<file path="src/rtl/env_pkg.sv">
// Shared types and constants for the ADSR envelope generator.
package env_pkg;

  localparam int LEVEL_W = 8;
  localparam logic [LEVEL_W-1:0] LEVEL_MAX = 8'd255;

  typedef enum logic [2:0] {
    IDLE    = 3'd0,
    ATTACK  = 3'd1,
    DECAY   = 3'd2,
    SUSTAIN = 3'd3,
    RELEASE = 3'd4
  } env_state_t;

endpackage

</file>
<file path="src/rtl/env_tick.sv">
// Free-running prescaler producing a one-cycle tick every SYS_CLK_FREQ/TICK_FREQ clocks.
module env_tick #(
  parameter int SYS_CLK_FREQ = 50_000_000,
  parameter int TICK_FREQ    = 1000
) (
  input  logic sys_clk,
  input  logic reset,
  output logic tick
);

  localparam int DIV   = SYS_CLK_FREQ / TICK_FREQ;
  localparam int CNT_W = $clog2(DIV);
  localparam logic [CNT_W-1:0] CNT_LAST = CNT_W'(DIV - 1);

  logic [CNT_W-1:0] count;

  always_ff @(posedge sys_clk or posedge reset) begin
    if (reset) begin
      count <= '0;
    end else if (count == CNT_LAST) begin
      count <= '0;
    end else begin
      count <= count + CNT_W'(1);
    end
  end

  assign tick = (count == CNT_LAST);

endmodule

</file>
<file path="src/rtl/env_adsr.sv">
// ADSR envelope generator: synchronised gate edges plus tick-rate level updates.
// Build option ENV_EXP_RELEASE_EN selects an exponential-style release tail.
module env_adsr
  import env_pkg::*;
#(
  parameter int SYS_CLK_FREQ = 50_000_000,
  parameter int TICK_FREQ    = 1000
) (
  input  logic               sys_clk,
  input  logic               reset,
  input  logic               gate,
  input  logic [LEVEL_W-1:0] attack_step,
  input  logic [LEVEL_W-1:0] decay_step,
  input  logic [LEVEL_W-1:0] sustain_level,
  input  logic [LEVEL_W-1:0] release_step,
  output logic [LEVEL_W-1:0] level,
  output logic [2:0]         state,
  output logic               active
);

  logic tick;

  env_tick #(
    .SYS_CLK_FREQ(SYS_CLK_FREQ),
    .TICK_FREQ   (TICK_FREQ)
  ) u_tick (
    .sys_clk(sys_clk),
    .reset  (reset),
    .tick   (tick)
  );

  function automatic logic signed [LEVEL_W+1:0] widen(input logic [LEVEL_W-1:0] v);
    return $signed({2'b00, v});
  endfunction

  function automatic logic [LEVEL_W-1:0] clamp_level(input logic signed [LEVEL_W+1:0] v,
                                                     input logic [LEVEL_W-1:0] lo);
    if (v <= widen(lo)) return lo;
    if (v >= widen(LEVEL_MAX)) return LEVEL_MAX;
    return v[LEVEL_W-1:0];
  endfunction

  // Stage p0/p1: two-flop synchroniser; p2: previous value for edge detection.
  // vld_pN marks flops holding real gate samples so a gate already high at
  // reset release is not mistaken for a new note.
  logic gate_p0, gate_p1, gate_p2;
  logic vld_p0, vld_p1, vld_p2;

  always_ff @(posedge sys_clk or posedge reset) begin
    if (reset) begin
      gate_p0 <= 1'b0;
      gate_p1 <= 1'b0;
      gate_p2 <= 1'b0;
      vld_p0  <= 1'b0;
      vld_p1  <= 1'b0;
      vld_p2  <= 1'b0;
    end else begin
      gate_p0 <= gate;
      gate_p1 <= gate_p0;
      gate_p2 <= gate_p1;
      vld_p0  <= 1'b1;
      vld_p1  <= vld_p0;
      vld_p2  <= vld_p1;
    end
  end

  logic gate_rise, gate_fall;
  assign gate_rise = vld_p2 &  gate_p1 & ~gate_p2;
  assign gate_fall = vld_p2 & ~gate_p1 &  gate_p2;

  env_state_t         state_r;
  logic [LEVEL_W-1:0] level_r;
  logic [LEVEL_W-1:0] attack_lvl, decay_lvl, release_lvl, release_dec;

`ifdef ENV_EXP_RELEASE_EN
  assign release_dec = (level_r >> 3) + 8'd1;
`else
  assign release_dec = release_step;
`endif

  assign attack_lvl  = (attack_step == '0) ? LEVEL_MAX
                     : clamp_level(widen(level_r) + widen(attack_step), '0);
  assign decay_lvl   = (decay_step == '0) ? sustain_level
                     : clamp_level(widen(level_r) - widen(decay_step), sustain_level);
  assign release_lvl = (release_dec == '0) ? '0
                     : clamp_level(widen(level_r) - widen(release_dec), '0);

  // Stage boundary: envelope state, level and activity flag all registered here.
  always_ff @(posedge sys_clk or posedge reset) begin
    if (reset) begin
      state_r <= IDLE;
      level_r <= '0;
      active  <= 1'b0;
    end else if (gate_rise) begin
      state_r <= ATTACK;
      active  <= 1'b1;
    end else if (state_r > RELEASE) begin
      state_r <= IDLE;
      level_r <= '0;
      active  <= 1'b0;
    end else if (gate_fall && (state_r == ATTACK || state_r == DECAY || state_r == SUSTAIN)) begin
      state_r <= RELEASE;
      active  <= 1'b1;
    end else if (tick) begin
      case (state_r)
        ATTACK: begin
          level_r <= attack_lvl;
          if (attack_lvl == LEVEL_MAX) state_r <= DECAY;
        end
        DECAY: begin
          level_r <= decay_lvl;
          if (decay_lvl == sustain_level) state_r <= SUSTAIN;
        end
        SUSTAIN: begin
          level_r <= sustain_level;
        end
        RELEASE: begin
          level_r <= release_lvl;
          if (release_lvl == '0) begin
            state_r <= IDLE;
            active  <= 1'b0;
          end
        end
        default: begin
          state_r <= IDLE;
          level_r <= '0;
          active  <= 1'b0;
        end
      endcase
    end
  end

  assign level = level_r;
  assign state = state_r;

endmodule

</file>
<file path="config.mk">
export PLATFORM = sky130hd
export DESIGN_NAME = env_adsr
export DESIGN_NICKNAME = d
export VERILOG_FILES = /design/src/rtl/env_pkg.sv /design/src/rtl/env_tick.sv /design/src/rtl/env_adsr.sv
export SDC_FILE = /design/constraint.sdc
export NUM_CORES = 1
export LEC_CHECK = 0
export CORE_AREA = 5 5 83 162
export DETAILED_ROUTE_END_ITERATION = 7
export DIE_AREA = 0 0 88 167
export GPL_ROUTABILITY_DRIVEN = 0
export GPL_TIMING_DRIVEN = 1
export PLACE_DENSITY = 0.5
export SYNTH_ARGS = -nofsm -noshare
export SYNTH_HDL_FRONTEND = slang
export SYNTH_HIERARCHICAL = 1
export SYNTH_SLANG_ARGS = --single-unit
</file>
<file path="constraint.sdc">
create_clock -name sys_clk -period 5.5 [get_ports sys_clk]
set_input_delay 1.65 -clock sys_clk [delete_from_list [all_inputs] [get_ports sys_clk]]
set_output_delay 1.65 -clock sys_clk [all_outputs]
set_load 0.1 [all_outputs]
</file>
; ---- After elaboration in Yosys (flattened, before gate mapping)
; Cells that the tools add are included.
[word_totals]
ram_bits = 0
mem_bits_ro = 0
latch_bits = 0
reg_bits = 34
memories = 0
output_inout_bits = 12
input_bits = 35
[classes]
n_lt_le_gt_ge = 7
n_mux = 43
eq_ne = 13
bitwise_logic = 7
n_mul = 0
n_shift = 0
n_addsub = 4
n_reduce_logical = 13
n_div = 0
[ops]
columns = operator, count
row1 = 8-bit 2-to-1 mux, 18
row2 = 8-bit logical NOT, 4
row3 = 8-bit case mux with 4 select lines, 1
row4 = 3-bit 2-to-1 mux, 7
row5 = 9-bit >= comparator (second input constant), 2
row6 = 9-bit by 1-bit less-or-equal comparator with 1-bit output (second input constant), 2
row7 = 8-bit by 8-bit subtractor with 9-bit output, 2
row8 = 16-bit by 1-bit adder with 16-bit output (second input constant), 1
row9 = 16-bit == test (second input constant), 1
row10 = 16-bit 2-to-1 mux, 1
row11 = 1-bit 2-to-1 mux, 14
row12 = 3-bit case mux with 4 select lines, 1
row13 = 5-bit by 3-bit != test with 1-bit output (second input constant), 2
row14 = 8-bit by 8-bit adder with 9-bit output, 1
row15 = 9-bit by 8-bit >= comparator with 1-bit output (second input constant), 1
row16 = 9-bit less-or-equal comparator, 1
row17 = 8-bit == test, 1
row18 = 8-bit == test (second input constant), 1
row19 = 3-bit by 2-bit == test with 1-bit output (second input constant), 2
row20 = 3-bit AND reduction, 2
row21 = 5-bit != test (second input constant), 1
row22 = 5-bit AND reduction, 1
row23 = 1-bit bitwise AND, 4
row24 = 4-bit by 1-bit != test with 1-bit output (second input constant), 1
row25 = 12 further kinds, 15

; ---- Depth between registers and ports, before layout
; Gate-level depths: netlist of the first run.
[depth]
word_depth = 14
depth_mapped = 19

; ---- Modules after synthesis
; Netlist of the first run, hierarchy kept.
[by_module_without_submodules]
columns = mod, area_per_inst_um2, cells_per_inst, seq_area_each_um2, instances
row1 = env_adsr, 2765.2, 348, 450.4, 1
row2 = env_tick, 757.0, 68, 400.4, 1

; ---- Worst setup path after synthesis of the first run
; OpenSTA, ideal clock, no wires.
[synth_path]
path_kind = in2reg
start = input port decay_step[0]
end = register state_r[0] (netlist: state[0])
path_buffers = 1
arrival_ns = 4.998
path_slack_ns = 0.422
t_required_ns = 5.421
stages = 18
cell_sequence = ha_1 fa_1 nor2b_1 o22ai_1 xnor2_1 nand2_1 nor4_1 and4_1 ha_1 nor2b_1 clkbuf_1 nand3_1 mux2i_1 a311oi_1 xnor2_1 a211o_1 a221oi_2 mux2i_1
[synth_via]
elab_chain_len = 10
word_cells_on_any_way = 14
cone_classes = 1 x add/sub / 2 x order compare / 2 x eq/ne / 7 x mux / 2 x reduce/logical
[synth_rtl]
columns = item, line_no
row1 = "start, declared", env_adsr.sv:13  ; input logic [LEVEL_W-1:0] decay_step,
row2 = 8-bit by 8-bit subtractor with 9-bit output, env_adsr.sv:84  ; : clamp_level(widen(level_r) - widen(decay_step), sustain_level);
row3 = 9-bit >= comparator, env_adsr.sv:39  ; if (v >= widen(LEVEL_MAX)) return LEVEL_MAX;
row4 = 1-bit 2-to-1 mux (2 in series), env_adsr.sv:39
row5 = 8-bit 2-to-1 mux, env_adsr.sv:40  ; return v[LEVEL_W-1:0];
row6 = 8-bit 2-to-1 mux, env_adsr.sv:39
row7 = 8-bit 2-to-1 mux (*), env_adsr.sv:83  ; assign decay_lvl = (decay_step == '0) ? sustain_level
row8 = 8-bit == test (*), env_adsr.sv:112  ; if (decay_lvl == sustain_level) state_r <= SUSTAIN;
row9 = 5-bit by 3-bit != test with 1-bit output (no line) (*), --
row10 = 5-bit AND reduction (no line) (*), --
row11 = "end signal, assigned", env_adsr.sv:91  ; state_r <= IDLE;
row12 = "end signal, assigned", env_adsr.sv:112
row13 = "end signal, assigned", env_adsr.sv:120  ; state_r <= IDLE;
row14 = "end, declared", env_adsr.sv:71  ; env_state_t state_r;
; Every way passes the cells marked *; elsewhere a longest branch is shown, timed or not. The select of a mux whose other input is x is not followed.
; A chain may end at the register's enable or synchronous reset.

; ---- Worst setup path in the final report of the first run
[layout_path]
start = input port decay_step[5]
end = register state_r[0] (netlist: state[0])
; The elaborated chain is that of the path after synthesis.

==> qor.csv, run 1 <==
metric;value;unit
run_status;complete, no violations;
cts-htree-levels;2;
grt_usage;16.6;%
p_sw_share;36.7;%
final.period_utilization;97.4;%
drc;0;
final_util;37.8;%
finalSetupViolCount;0;
synth_area_leaders;dfrtp_1 24%, ha_1 13%, xnor2_1 5.2%;
skew;0.00864;ns
area_growth;29.3;%
pwr-share-seq;26.9;%
via_per_inst;5.49;
coreArea;12100;um^2
rows;57;
synthTopCellsByCount;36 x ha_1, 36 x inv_1, 34 x dfrtp_1;
cts_inserted_buffers;5;
wl;11800;um
grt_antenna_before_repair;0;
drive_gt1_share;10.8;%
clk_pin_slew;0.06;ns
synth_cell_type_count;63;
grt_util_met1;14.5;%
maxCapViolCount;0;
synth_edf_count;0;
crit_type;input port to register;
grt_pass1_wl;18900;um
async_reset_ff_share;100;%
grt_util_met3;1.48;%
grt_pass1_vias;3750;
fin_nets;563;
fill_cells;1254;
antenna-diode-count;0;
p_int;0.682;mW
ir_worst_vdd;0.230;mV
cp-end-kind;register;
cts_setup_buffers;0;
dp_hpwl;9880;um
pre_cts_ws;-0.191;ns
worst_setup_path_start_kind;input port;
drt_first_pass_iters;5;
hold_path.class;register to register;
fmax;187;MHz
p_leak;2.04;nW
grt_max_degree;19;
drv_slew;0;
synth_top_area_share;24.2;%
vias;3497;
yosysSeqAreaShare;24.2;%
maxSlewHeadroom;34.1;%
syn_area_per_cell;8.47;um^2
period_minus_slack;5.36;ns
syn_inst;416;
power_density;236;nW/um^2
cts_sinks;34;
die_y;167;um
fin_ws;0.143;ns
ant_nets;0;
grt.busiest_layer;met2;
cts_tree;built;
start_util;29.2;%
finalHoldViolCount;0;
grtUsageMet2;33.4;%
cts_root_buffer;clkbuf_16;
clkPwrFrac;34.2;%
worst_pin_slew;0.986;ns
drt_iter0_drc;138;
rsz0062_at_grt;true;
num_io_pins;47;
yosysTopAreaCell;dfrtp_1;
yosysWarnings;6;
clockBufferDepth;2;
critPathArrivalTime;5.56;ns
ys_seq_elements;34;
ys.flop_type;dfrtp_1;
p_sw;0.395;mW
syn_nets;490;
power_frac_comb;38.9;%
syn_area;3520;um^2
port_buffers;46;
die-area;14700;um^2
clk_latency;0.28;ns
grt-ovfl-total;0;
worstPathRequired;5.71;ns
die_w;88;um
avgRoutedWirePerCell;18.5;um
worstPathMaxFanout;7;
-- worst paths after layout --
path	startpoint	end	slack, ns	cells past startpoint
worst min-delay path	gate_p0	gate_p1	0.34	0
min in group asynchronous	reset	u_tick/count[12]	1.78	2
worst max register to register	level[0]	state[0]	1.44	18
worst min register to register	gate_p0	gate_p1	0.34	0
worst max-delay path	decay_step[5]	state[0]	0.14	17
max in group asynchronous	reset	level[1]	3.22	2
-- repair_timing --
action	4_1_cts	5_1_grt
endpoints found under the setup margin	0	4
resized for setup	0	4
hold buffers	0	0
-- power by group through the flow --
stage	logic (mW)	registers, mW	clock network, mW
2_1_floorplan	0.208	0.351	0
3_3_place_gp	0.415	0.294	0
4_1_cts	0.420	0.290	0.376
5_1_grt	0.456	0.295	0.386
6_report	0.419	0.290	0.368
3_5_place_dp	0.418	0.295	0
-- sequential cells by signal (all words and copies together), names as in the netlist --
name	flops
gate_p0	1
active	1
level	8
state	3
vld_p0	1
vld_p1	1
u_tick/count	16
gate_p2	1
gate_p1	1
vld_p2	1
-- per-layer routing --
metal,vias to the layer above,wire (um)
met2,116,6910
met4,0,798
li1,1677,-
met1,1657,3740
met5,-,0
met3,47,346
-- logic make-up (layout without fill, tap and decap cells) --
| kind of cell | count (synthesis) | count (layout) | synth area share [%] |
|---|---|---|---|
| AND/OR/NAND/NOR | 144 | 144 | 23.4 |
| AO/OA/AOI/OAI | 114 | 114 | 22.8 |
| buffers and inverters | 43 | 117 | 4.58 |
| adder cells (fa/ha/maj) | 39 | 39 | 14.5 |
| flip-flops | 34 | 34 | 24.2 |
| XOR/XNOR | 33 | 33 | 8.21 |
| multiplexers | 8 | 8 | 2.31 |
| other | 1 | 1 | 0.106 |
-- worst max-delay path, cell delays in order --
cell and delay [ns]:
clkdlybuf4s50_1 0.49, inv_1 0.05, ha_1 0.29, or2_2 0.29, a21oi_1 0.24, a31oi_1 0.11, xor2_1 0.36, and4_1 0.25
ha_1 0.23, nor2b_2 0.20, nand3_1 0.12, mux2i_1 0.09, a311oi_2 0.32, xnor2_1 0.13, a211o_1 0.29, a221oi_2 0.23
mux2i_1 0.20
-- area by class of cell --
class / count / area (um^2) / share of cell area [%]
inverters: 37 / 139 / 3.05
clock inverters: 3 / 68.8 / 1.51
flip-flops and latches: 34 / 851 / 18.7
multi-input cells: 339 / 2530 / 55.6
well taps: 147 / 184 / 4.04
clock buffers: 5 / 125 / 2.75
repair buffers: 72 / 656 / 14.4
-- layout by cell type (no fill, tap or decap), types with 5 or more instances in the layout --
| master | instances |
|---|---|
| xor2_1 | 12 |
| dfrtp_1 | 34 |
| xnor2_1 | 21 |
| inv_1 | 36 |
| clkbuf_16 | 5 |
| nand2b_1 | 9 |
| buf_4 | 26 |
| nor3_1 | 5 |
| ha_1 | 36 |
| o31ai_1 | 6 |
| a221o_1 | 5 |
| a21o_1 | 5 |
| nor2_1 | 23 |
| a211o_1 | 5 |
| a21oi_1 | 26 |
| o21ai_0 | 19 |
| nand2_1 | 32 |
| clkdlybuf4s50_1 | 46 |
| nor2b_1 | 11 |
| nor4_1 | 14 |
| mux2i_1 | 7 |
| o21a_1 | 6 |
| nand4_1 | 7 |
| nand3_1 | 10 |
-- per-stage QoR --
step / hold WS, ns / total power, mW / cells / area (um^2) / TNS [ns]
final: 0.337 / 1.08 / 637 / 4550 / 0
after global placement: 0.335 / 0.709 / 629 / 4340 / -0.138
after detailed placement: 0.336 / 0.713 / 629 / 4340 / -0.636
after CTS: 0.340 / 1.09 / 637 / 4530 / 0
after floorplan: 0.331 / 0.559 / 416 / 3520 / 0
after global routing: 0.353 / 1.14 / 637 / 4550 / -0.151
Power figures use the tool's default switching activity.
==> run 2, diff against run 1 <==
- GPL_TIMING_DRIVEN: 1 -> not set
==> results of run 2 <==
Same layout as run 1: the final DEF is identical, and so are final timing and power.
